===== src/rtl/telemetry_value_parser_if.sv =====
// rtl/telemetry_value_parser_if.sv - byte stream in, decoded value array and event pulses out
interface telemetry_value_parser_if #(
  parameter int NUM_SIGNALS = 7,
  parameter int VALUE_WIDTH = 9
);
  localparam int IDX_W = (NUM_SIGNALS > 1) ? $clog2(NUM_SIGNALS) : 1;

  logic                                      in_valid;
  logic [7:0]                                in_data;
  logic                                      in_ready;
  logic [NUM_SIGNALS-1:0][VALUE_WIDTH-1:0]   value;
  logic                                      update_strobe;
  logic [IDX_W-1:0]                          update_index;
  logic                                      saturated;
  logic                                      error_pulse;

  modport master (
    output in_valid, in_data,
    input  in_ready, value, update_strobe, update_index, saturated, error_pulse
  );

  modport slave (
    input  in_valid, in_data,
    output in_ready, value, update_strobe, update_index, saturated, error_pulse
  );
endinterface


===== src/rtl/telemetry_value_parser.sv =====
// rtl/telemetry_value_parser.sv - parses "<idx>:<digits><CR|LF>" lines into value registers
module telemetry_value_parser #(
  parameter int NUM_SIGNALS = 7,
  parameter int VALUE_WIDTH = 9,
  parameter int MAX_DIGITS  = 3
) (
  input  logic                   clk,
  input  logic                   reset_n,
  telemetry_value_parser_if.slave bus
);
  localparam int IDX_W = (NUM_SIGNALS > 1) ? $clog2(NUM_SIGNALS) : 1;
  localparam int ACC_W = VALUE_WIDTH + 4;
  localparam int CNT_W = $clog2(MAX_DIGITS + 1);
  localparam logic [ACC_W-1:0] VMAX = {4'b0000, {VALUE_WIDTH{1'b1}}};

  typedef enum logic [2:0] {IDLE, COLON, SPACE, DIGITS, COMMIT, DRAIN} state_t;

  state_t                                  state_q, state_d;
  logic [IDX_W-1:0]                        idx_q, idx_d;
  logic [ACC_W-1:0]                        acc_q, acc_d;
  logic [CNT_W-1:0]                        cnt_q, cnt_d;
  logic                                    sat_q, sat_d;
  logic [NUM_SIGNALS-1:0][VALUE_WIDTH-1:0] value_q, value_d;
  logic                                    strobe_q, strobe_d;
  logic [IDX_W-1:0]                        uidx_q, uidx_d;
  logic                                    usat_q, usat_d;
  logic                                    err_q, err_d;

  logic             fire, is_term, is_digit, bad, clamp;
  logic [3:0]       digit;
  logic [ACC_W-1:0] prod, acc_sum;

  assign bus.in_ready      = (state_q != COMMIT);
  assign bus.value         = value_q;
  assign bus.update_strobe = strobe_q;
  assign bus.update_index  = uidx_q;
  assign bus.saturated     = usat_q;
  assign bus.error_pulse   = err_q;

  assign fire     = bus.in_valid && bus.in_ready;
  assign is_term  = (bus.in_data == 8'h0A) || (bus.in_data == 8'h0D);
  assign is_digit = (bus.in_data >= 8'h30) && (bus.in_data <= 8'h39);
  assign digit    = bus.in_data[3:0];

  // Accumulator is wide enough that acc*10+9 never wraps, so the clamp sees the true sum
  assign prod    = acc_q * ACC_W'(10) + ACC_W'(digit);
  assign clamp   = (prod > VMAX);
  assign acc_sum = clamp ? VMAX : prod;

  always_comb begin
    state_d  = state_q;
    idx_d    = idx_q;
    acc_d    = acc_q;
    cnt_d    = cnt_q;
    sat_d    = sat_q;
    value_d  = value_q;
    strobe_d = 1'b0;
    uidx_d   = uidx_q;
    usat_d   = 1'b0;
    err_d    = 1'b0;
    bad      = 1'b0;

    case (state_q)
      IDLE: if (fire) begin
        if (is_digit && (int'(digit) < NUM_SIGNALS)) begin
          idx_d   = digit[IDX_W-1:0];
          acc_d   = '0;
          cnt_d   = '0;
          sat_d   = 1'b0;
          state_d = COLON;
        end else if (!is_term) begin
          bad = 1'b1;
        end
      end
      COLON: if (fire) begin
        if (bus.in_data == 8'h3A) state_d = SPACE;
        else                      bad     = 1'b1;
      end
      SPACE: if (fire) begin
        if (bus.in_data == 8'h20) begin
          state_d = SPACE;
        end else if (is_digit) begin
          acc_d   = acc_sum;
          sat_d   = sat_q | clamp;
          cnt_d   = cnt_q + 1'b1;
          state_d = DIGITS;
        end else begin
          bad = 1'b1;
        end
      end
      DIGITS: if (fire) begin
        if (is_digit && (cnt_q < CNT_W'(MAX_DIGITS))) begin
          acc_d = acc_sum;
          sat_d = sat_q | clamp;
          cnt_d = cnt_q + 1'b1;
        end else if (is_term && !is_digit) begin
          state_d = COMMIT;
        end else begin
          bad = 1'b1;
        end
      end
      COMMIT: begin
        value_d[idx_q] = acc_q[VALUE_WIDTH-1:0];
        strobe_d       = 1'b1;
        uidx_d         = idx_q;
        usat_d         = sat_q;
        state_d        = IDLE;
      end
      DRAIN: if (fire && is_term) state_d = IDLE;
      default: state_d = IDLE;
    endcase

    // A terminator ends the line immediately; anything else leaves the rest of the line to drain
    if (bad) begin
      err_d   = 1'b1;
      state_d = is_term ? IDLE : DRAIN;
    end
  end

  always_ff @(posedge clk or negedge reset_n) begin
    if (!reset_n) begin
      state_q  <= IDLE;
      idx_q    <= '0;
      acc_q    <= '0;
      cnt_q    <= '0;
      sat_q    <= 1'b0;
      value_q  <= '0;
      strobe_q <= 1'b0;
      uidx_q   <= '0;
      usat_q   <= 1'b0;
      err_q    <= 1'b0;
    end else begin
      state_q  <= state_d;
      idx_q    <= idx_d;
      acc_q    <= acc_d;
      cnt_q    <= cnt_d;
      sat_q    <= sat_d;
      value_q  <= value_d;
      strobe_q <= strobe_d;
      uidx_q   <= uidx_d;
      usat_q   <= usat_d;
      err_q    <= err_d;
    end
  end
endmodule


===== src/flat_wrapper.sv =====
// flat-port wrapper written by rule: the top's interface ports become plain ports
module telemetry_value_parser_flat 
#(
  parameter int NUM_SIGNALS = 7,
  parameter int VALUE_WIDTH = 9,
  parameter int MAX_DIGITS  = 3
)
  (clk, reset_n, bus_in_valid, bus_in_data, bus_in_ready, bus_value, bus_update_strobe, bus_update_index, bus_saturated, bus_error_pulse);
  telemetry_value_parser_if #(.NUM_SIGNALS(NUM_SIGNALS), .VALUE_WIDTH(VALUE_WIDTH)) bus_i ();
  input  logic clk;
  input  logic reset_n;
  input wire logic [$bits(bus_i.in_valid)-1:0] bus_in_valid;
  input wire logic [$bits(bus_i.in_data)-1:0] bus_in_data;
  output wire logic [$bits(bus_i.in_ready)-1:0] bus_in_ready;
  output wire logic [$bits(bus_i.value)-1:0] bus_value;
  output wire logic [$bits(bus_i.update_strobe)-1:0] bus_update_strobe;
  output wire logic [$bits(bus_i.update_index)-1:0] bus_update_index;
  output wire logic [$bits(bus_i.saturated)-1:0] bus_saturated;
  output wire logic [$bits(bus_i.error_pulse)-1:0] bus_error_pulse;
  assign bus_i.in_valid = bus_in_valid;
  assign bus_i.in_data = bus_in_data;
  assign bus_in_ready = bus_i.in_ready;
  assign bus_value = bus_i.value;
  assign bus_update_strobe = bus_i.update_strobe;
  assign bus_update_index = bus_i.update_index;
  assign bus_saturated = bus_i.saturated;
  assign bus_error_pulse = bus_i.error_pulse;
  telemetry_value_parser #(.NUM_SIGNALS(NUM_SIGNALS), .VALUE_WIDTH(VALUE_WIDTH), .MAX_DIGITS(MAX_DIGITS)) u_core (.clk(clk), .reset_n(reset_n), .bus(bus_i));
endmodule

===== config.mk =====
export PLATFORM = sky130hd
export DESIGN_NAME = telemetry_value_parser_flat
export DESIGN_NICKNAME = d
export VERILOG_FILES = /design/src/rtl/telemetry_value_parser_if.sv /design/src/rtl/telemetry_value_parser.sv /design/src/flat_wrapper.sv
export SDC_FILE = /design/constraint.sdc
export NUM_CORES = 1
export LEC_CHECK = 0
export BUFFER_PORTS_ARGS = -buffer_cell sky130_fd_sc_hd__buf_2
export CAP_MARGIN = 20
export CORE_MARGIN = 4
export CORE_UTILIZATION = 23
export DETAILED_ROUTE_END_ITERATION = 7
export PLACE_DENSITY_LB_ADDON = 0.2
export SYNTH_ARGS = -nofsm -noshare
export SYNTH_HDL_FRONTEND = slang
export SYNTH_SLANG_ARGS = --single-unit

===== constraint.sdc =====
create_clock -name clk -period 4.45 [get_ports clk]
set_input_delay 0.89 -clock clk [delete_from_list [all_inputs] [get_ports clk]]
set_output_delay 0.89 -clock clk [all_outputs]
set_load 0.005 [all_outputs]

# Word-level counts from Yosys, hierarchy flattened
# Index checks and enable logic that the tools add are counted.
dict set report word_totals {
  register_bits 91
  in_bits 11
  word_cells 125
}
dict set report classes {
  add_sub_neg 2
  n_mul 1
  n_lt_le_gt_ge 7
  n_eq_ne 27
  mux 57
  bitwise_logic 1
  reduce_logical 14
}
# operator count
set op_table {}
lappend op_table {{13-bit 2-to-1 mux} 8}
lappend op_table {{63-bit bitwise mux} 1}
lappend op_table {{3-bit 2-to-1 mux} 13}
lappend op_table {{13-bit case mux with 3 select lines} 1}
lappend op_table {{9-bit demux with 3-bit select} 1}
lappend op_table {{3-bit by 1-bit != test with 1-bit output (second input constant)} 8}
lappend op_table {{1-bit 2-to-1 mux} 21}
lappend op_table {{8-bit by 4-bit equality test with 1-bit output (second input constant)} 2}
lappend op_table {{8-bit by 6-bit equality test with 1-bit output (second input constant)} 2}
lappend op_table {{3-bit case mux with 5 select lines} 1}
lappend op_table {{2-bit 2-to-1 mux} 7}
lappend op_table {{13-bit by 4-bit adder with 13-bit output} 1}
lappend op_table {{13-bit by 9-bit greater-than comparator with 1-bit output (second input constant)} 1}
lappend op_table {{13-bit by 3-bit multiplier with 12-bit output (second input constant)} 1}
lappend op_table {{2-bit by 1-bit != test with 1-bit output (second input constant)} 6}
lappend op_table {{10-bit AND reduction} 1}
lappend op_table {{9-bit 2-to-1 mux} 1}
lappend op_table {{8-bit by 6-bit greater-or-equal comparator with 1-bit output (second input constant)} 1}
lappend op_table {{8-bit by 6-bit <= comparator with 1-bit output (second input constant)} 1}
lappend op_table {{8-bit AND reduction} 1}
lappend op_table {{1-bit logical AND} 7}
lappend op_table {{3-bit by 2-bit equality test with 1-bit output (second input constant)} 2}
lappend op_table {{3-bit equality test (second input constant)} 2}
lappend op_table {{2-bit case mux with 3 select lines} 1}
lappend op_table {{other kinds (18)} 18}

# Logic depth before layout (Yosys ltp)
# Gate-level depths: netlist (run 1).
dict set report depth {
  depth_word 10
  ltp_mapped 10
}

# Worst setup path before layout (run 1)
# Ideal clock, no wire load.
dict set report synth_path {
  path_kind {register to register}
  startpoint {reg u_core.acc_q[1]}
  endpoint {reg u_core.acc_q[1]}
  setup_ps 126
  arrival_ps 3064
  t_required_ps 4324
  setup_slack_ps 1260
  stages_incl_launch_ff 11
  cell_sequence {dfrtp_1 > ha_1 > ha_1 > fa_1 > a211oi_2 > nor2_1 > nor4_4 > nand4_2 > a2111oi_4 > nor3_4 > a221o_1}
}
dict set report synth_via {
  elab_chain_cells 8
}
# element line
set synth_lines {}
lappend synth_lines {{start: declaration} telemetry_value_parser.sv:20} ;# logic [ACC_W-1:0] acc_q, acc_d;
lappend synth_lines {{start signal: assignment} telemetry_value_parser.sv:124} ;# acc_q <= '0;
lappend synth_lines {{start signal: assignment} telemetry_value_parser.sv:135} ;# acc_q <= acc_d;
lappend synth_lines {{13-bit by 3-bit multiplier with 12-bit output *} telemetry_value_parser.sv:46} ;# assign prod = acc_q * ACC_W'(10) + ACC_W'(digit);
lappend synth_lines {{13-bit by 4-bit adder with 13-bit output *} telemetry_value_parser.sv:46}
lappend synth_lines {{13-bit by 9-bit greater-than comparator with 1-bit output *} telemetry_value_parser.sv:47} ;# assign clamp = (prod > VMAX);
lappend synth_lines {{13-bit 2-to-1 mux *} telemetry_value_parser.sv:48} ;# assign acc_sum = clamp ? VMAX : prod;
lappend synth_lines {{13-bit 2-to-1 mux} telemetry_value_parser.sv:82} ;# end else if (is_digit) begin
lappend synth_lines {{13-bit 2-to-1 mux} telemetry_value_parser.sv:80} ;# if (bus.in_data == 8'h20) begin
lappend synth_lines {{13-bit 2-to-1 mux} telemetry_value_parser.sv:79} ;# SPACE: if (fire) begin
lappend synth_lines {{13-bit case mux with 3 select lines *} telemetry_value_parser.sv:63} ;# case (state_q)
# Every way passes the cells marked *; elsewhere a longest branch is shown, timed or not. The select of a mux whose other input is x is not followed.
# A chain may end at the register's enable or synchronous reset.

# Worst setup path after layout (run 1)
dict set report layout_path {
  startpoint {reg u_core.acc_q[1]}
  endpoint {reg u_core.acc_q[6]}
}
dict set report layout_via {
  elab_chain_cells 8
}
# element line
set layout_lines {}
lappend layout_lines {{13-bit by 3-bit multiplier with 12-bit output *} telemetry_value_parser.sv:46}
lappend layout_lines {{13-bit by 4-bit adder with 13-bit output *} telemetry_value_parser.sv:46}
lappend layout_lines {{13-bit by 9-bit greater-than comparator with 1-bit output} telemetry_value_parser.sv:47}
lappend layout_lines {{13-bit 2-to-1 mux *} telemetry_value_parser.sv:48}
lappend layout_lines {{13-bit 2-to-1 mux} telemetry_value_parser.sv:82}
lappend layout_lines {{13-bit 2-to-1 mux} telemetry_value_parser.sv:80}
lappend layout_lines {{13-bit 2-to-1 mux} telemetry_value_parser.sv:79}
lappend layout_lines {{13-bit case mux with 3 select lines *} telemetry_value_parser.sv:63}
# Marks and branches as above.

==> metrics.md, run 1 <==
| Metric | Value |
|---|---|
| Overflow after GRT | `0` |
| CTS Sinks | `90` |
| Clk_lat worst skew | `about 340 ps` |
| Die height | `around 150 um` |
| DR DRC count | `0` |
| Max_cap viols | `0` |
| DR iter-0 viols | `200` |
| Max-slew headroom | `0.367` |
| Vias in the first global route | `roughly 3200` |
| Core area | `18800 um2` |
| I/O pin count | `81` |
| Post-CTS sizing | `0` |
| Layout Cells excl Fill | `704` |
| Worst slack at placement | `965 ps` |
| Routed length per instance | `15.9 um` |
| PortBufs | `80` |
| Global-route wire length before repair | `18.1 mm` |
| Maximum vdd drop | `around 0.11 mV` |
| Top-count cell post-synth | `dfrtp_1` |
| CP Data Required Time | `4680 ps` |
| Hold_buf cts | `0` |
| PnR worst setup slack | `999 ps` |
| EDFF count, synth | `0` |
| Via count | `3128` |
| Commonest cells post-synth | `90 x dfrtp_1, 67 x mux2_2, 25 x nand2_1` |
| Synth area leader | `dfrtp_1` |
| Worst Clk Skew | `8.59 ps` |
| Top post-synthesis cells by area | `dfrtp_1 51%, mux2_2 17%, ha_1 5.9%` |
| Post-synth cell types | `55` |
| Hold Path Class | `reg2reg` |
| CTS tree | `done` |
| Cell Rows | `50` |
| Seq/Total Area, Yosys | `0.509` |
| Vias per std cell | `4.44` |
| Die area | `21500 um2` |
| Syn-to-layout area delta | `22.3%` |
| Clk slew on worst S/H paths | `60 ps` |
| Worst path slowest cell | `dfrtp_1` |
| Mapped Nets | `389` |
| Tcrit/Tclk final | `0.775` |
| Starting Density | `0.235` |
| Leak pwr | `2.86 nW` |
| Num CTS Buffers | `9` |
| RSZ-0062 raised after global routing | `no` |
| TritonRoute pass-1 iters | `4` |
| Post-synth ARST share | `1.00` |
| DRT antenna net count | `0` |
| Layout cell share with drive strength beyond 1 | `0.387` |
| WP buf/inv | `0` |
| Hold Fails Final Rpt | `0` |
| Post-DP HPWL | `8.01 mm` |
| Slew @ Worst Pin | `949 ps` |
| Max clock buf depth | `2` |
| CTS root buf | `clkbuf_16` |
| Pwr dens | `332 nW/um2` |
| Final core occ | `0.287` |
| GRT Util Overall | `0.106` |
| Width of the die | `147 um` |
| Setup TNS | `0 ps` |
| #FFs+latches synth | `90` |
| Total power | `1.80 mW` |
| CP Class | `reg2reg` |
| Crit path top cell by count | `ha_1` |
| Final setup fails | `0` |
| Post-synth top flop | `dfrtp_1` |
| Crit-path max FO | `11` |
| CP top delay family | `adder cells` |
| Placed cell count | `689` |
| Postcts setup bufs | `0` |
| Fin crit period | `3450 ps` |
| Outcome | `completed` |
| Worst Path Arrival | `3680 ps` |
| Worst-path cell chain | `ha_1 > ha_1 > fa_1 > a211oi_2 > nor2_1 > nor4_4 > nand4_2 > a2111oi_4 > nor3_4 > a221o_1` |
| Final Max Tran Viols | `0` |
| Initial antenna violation count | `0` |
| Fmax | `approximately 290 MHz` |
| Synthesized cell area | `4430 um2` |
| Fin nets | `474` |
| Worst path max stage delay | `500 ps` |
| Setup crit start kind | `flop` |
| H-tree depth | `3` |
| GPL Wtd Cong | `a little over 0.8` |
| Synth warnings | `0` |
| Antenna diode count | `0` |
| Top-area cell type share of the netlist area | `0.509` |
| Final Routed Wirelength | `between 10 and 15 mm` |
| Cells after Synth | `355` |
| Crit path capture type | `flop` |
| Syn Area/Cell | `roughly 12 um2` |
| Largest net degree at the start of global routing | `74` |
power by group:
group,switching (mW),internal [mW],leakage (nW)
clock,0.313,0.408,0.131
sequential,0.0443,0.848,1.25
combinational,0.115,0.0689,1.48
total,0.472,1.32,2.86
registers in the layout, indices dropped and copies added, names as in the netlist:
register                  cells
u_core.acc_q                 12
u_core.bus.error_pulse        1
u_core.bus.update_strobe      1
u_core.bus.value             63
u_core.bus.update_index       3
u_core.cnt_q                  2
u_core.sat_q                  1
u_core.bus.saturated          1
u_core.state_q                3
u_core.idx_q                  3
worst reg2reg max path, delay by kind of cell, from the launching register on:
family,cells,cell delay (ps)
flops,1,500
simple gates,4,780
compound gates,3,1030
fa+ha+maj,3,1020
stage by stage:
step / hold WS (ps) / cell area, um2
after floorplan: 454 / 4430
after global placement: 457 / 5130
after detailed placement: 463 / 5130
after CTS: 476 / 5410
after global routing: 505 / 5410
final: 471 / 5410
per-layer routing:
metal / GRT usage / up-vias / part of all wire
li1: - / 1477 / -
met1: 0.137 / 1564 / 0.46
met2: 0.169 / 76 / 0.47
met3: 0.0318 / 11 / 0.058
met4: 0.0362 / 0 / 0.014
met5: 0 / - / 0
cell usage in the layout (no fill, tap or decap), types with 8 or more instances in the layout:
cell type   n
dfrtp_1    90
buf_2      79
mux2_2     67
nand2_1    25
ha_1       21
nor2_1     16
a21oi_1    11
o21ai_0     9
nand3_1     9
clkbuf_16   9
a221o_1     8
final timing paths:
check                                      startpoint                         end  slack, ps  cells past startpoint
setup / recovery                      u_core.acc_q[1]             u_core.acc_q[6]       1000                     10
hold reg to reg            u_core.bus.update_index[1]  u_core.bus.update_index[1]        470                      2
min in group asynchronous                     reset_n         u_core.bus.value[6]        690                      1
max in group asynchronous                     reset_n        u_core.bus.value[10]       2930                      2
hold / removal             u_core.bus.update_index[1]  u_core.bus.update_index[1]        470                      2
setup reg to reg                      u_core.acc_q[1]             u_core.acc_q[6]       1000                     10
cell families after synthesis:
logic type,Yosys count,synth area share
AOI/OAI and AO/OA,51,0.0868
xor gates and xnor gates,10,0.0198
DFF,90,0.509
adders and majority gates,23,0.0684
and+or+nand+nor,100,0.133
muxes,67,0.170
buffers and inverters,14,0.0127
area by class of cell:
cell class | count | area, um2
timing repair buffer | 81 | 410
inverter | 7 | 26.3
clock inverter | 3 | 23.8
tap | 260 | 325
sequential | 90 | 2250
fill | 1933 | 13400
clock buffer | 12 | 256
multi-input combinational | 251 | 2120
No activity file was read; power rests on OpenSTA's default activity.
==> inputs of run 2 (changes only) <==
- clock period: 4.45 -> 3.6 ns (I/O delays scaled with it)
==> metrics.md, run 2 (synthesis results as in run 1) <==
| Metric | Value |
|---|---|
| Outcome | `completed` |
| Crit path capture type | `flop` |
| CTS Sinks | `90` |
| Hold_buf cts | `0` |
| Max clock buf depth | `2` |
| Postcts setup bufs | `0` |
| Most frequent cells in the layout | `90 x dfrtp_1, 79 x buf_2, 67 x mux2_2` |
| GRT Util Overall | `0.105` |
| Fmax | `304 MHz` |
| CP Data Required Time | `3820 ps` |
| DR iter-0 viols | `around 110` |
| Via count | `3141` |
| Placed cell count | `695` |
| Crit-path max FO | `10` |
| Pwr dens | `between 400 and 500 nW/um2` |
| Register area | `2250 um2` |
| Reg2reg start | `u_core.acc_q[2]` |
| Worst Clk Skew | `8.16 ps` |
| Vias per std cell | `4.42` |
| Clk slew on worst S/H paths | `70 ps` |
| Fin crit period | `3290 ps` |
| Final Max Tran Viols | `0` |
| Layout Cells excl Fill | `711` |
| Setup TNS | `0 ps` |
| Post-CTS sizing | `0` |
| RSZ-0062 raised after global routing | `no` |
| Reg-to-Reg End | `u_core.acc_q[3]` |
| R2R setup slack | `between 300 and 400 ps` |
| Commonest non-fill, non-tap cell in the layout | `dfrtp_1` |
| Layout cell share with drive strength beyond 1 | `0.397` |
| Slew @ Worst Pin | `721 ps` |
| Worst Path Arrival | `3510 ps` |
| Antenna diode count | `0` |
| CTS root buf | `clkbuf_16` |
| Tcrit/Tclk final | `0.913` |
| Largest net degree at the start of global routing | `51` |
| Area of the multi-input gates | `2120 um2` |
| Max reg flops | `63` |
| Worst R2R Path Depth | `10` |
| Fin nets | `480` |
| Starting Density | `0.235` |
| Die area | `approximately 22000 um2` |
| I/O pin count | `between 80 and 90` |
| CTS tree | `done` |
| Syn-to-layout area delta | `23.1%` |
| TritonRoute pass-1 iters | `4` |
| Clk_lat worst skew | `340 ps` |
| Cell Rows | `50` |
| Global-route wire length before repair | `17.8 mm` |
| Routed length per instance | `15.3 um` |
| GPL Wtd Cong | `around 0.76` |
| Core area | `18800 um2` |
| Leak pwr | `2.89 nW` |
| Final Routed Wirelength | `between 10 and 15 mm` |
| Max-slew headroom | `0.517` |
| Vias in the first global route | `3252` |
| Maximum vdd drop | `0.221 mV` |
| Num CTS Buffers | `9` |
| Hold Fails Final Rpt | `0` |
| PortBufs | `80` |
| Die height | `147 um` |
| Setup crit start kind | `flop` |
| Post-DP HPWL | `8.03 mm` |
| Initial antenna violation count | `1` |
| Max_cap viols | `0` |
| CP Class | `reg2reg` |
| Overflow after GRT | `0` |
| Final setup fails | `0` |
| Fill cells | `1964` |
| H-tree depth | `3` |
| Hold Path Class | `in2async` |
| DRT antenna net count | `0` |
| Width of the die | `147 um` |
| DR DRC count | `0` |
==> run 2: cell count changes in the layout (fill, tap and decap cells not counted) <==
cell        delta
clkinv_2       +3
clkinvlp_4     -2
clkbuf_8       -2
buf_4          +6
clkinv_4       +2
==> run 2: worst max-delay path, cell delays in order, from the launching register on <==
cell and delay [ps]:
dfrtp_1 490, ha_1 240, ha_1 220, fa_1 430
a211oi_2 310, nor2_1 130, nor4_4 340, nand4_2 160
a2111oi_4 440, nor3_4 130, a221o_1 270
==> run 2: worst max path at each step <==
stage / startpoint / endpoint / slack, ps / cells after the start
5_1_grt: u_core.acc_q[2] / u_core.acc_q[6] / 40 / 10
3_5_place_dp: u_core.acc_q[2] / u_core.acc_q[6] / 280 / 10
3_3_place_gp: u_core.acc_q[2] / u_core.acc_q[6] / 360 / 10
2_1_floorplan: u_core.acc_q[1] / u_core.acc_q[7] / 410 / 10
4_1_cts: u_core.acc_q[2] / u_core.acc_q[4] / 270 / 10
6_report: u_core.acc_q[2] / u_core.acc_q[3] / 310 / 10
==> run 2: cell type report <==
class / instances / share of cell area
Sequential cell: 90 / 0.414
Timing Repair Buffer: 87 / 0.0836
Inverter: 7 / 0.00482
Clock buffer: 10 / 0.0420
Multi-Input combinational cell: 251 / 0.389
Tap cell: 260 / 0.0597
Clock inverter: 6 / 0.00758
==> run 2: power by group <==
part,switching [mW],total [mW],internal (mW)
clock network,0.400,0.869,0.469
logic,0.140,0.226,0.0860
registers,0.0552,1.10,1.05
==> run 2: through the flow <==
| stage | hold WS (ps) | worst slack (ps) | area, um2 | power [mW] | utilization |
|---|---|---|---|---|---|
| after floorplan | 424 | 410 | 4430 | 1.25 | - |
| after global placement | 462 | 361 | 5180 | 1.35 | 0.275 |
| after detailed placement | 463 | 283 | 5180 | 1.35 | 0.275 |
| after CTS | 417 | 267 | 5450 | 2.24 | 0.289 |
| after global routing | 441 | 44.5 | 5450 | 2.31 | 0.289 |
| final | 404 | 315 | 5450 | 2.20 | 0.289 |
==> run 2: routing by layer <==
metal	track usage	up-vias	share of wire
met5	0	-	0.0018
met4	0.0367	2	0.018
met3	0.0330	14	0.045
met2	0.174	62	0.47
met1	0.128	1572	0.46
li1	-	1491	-
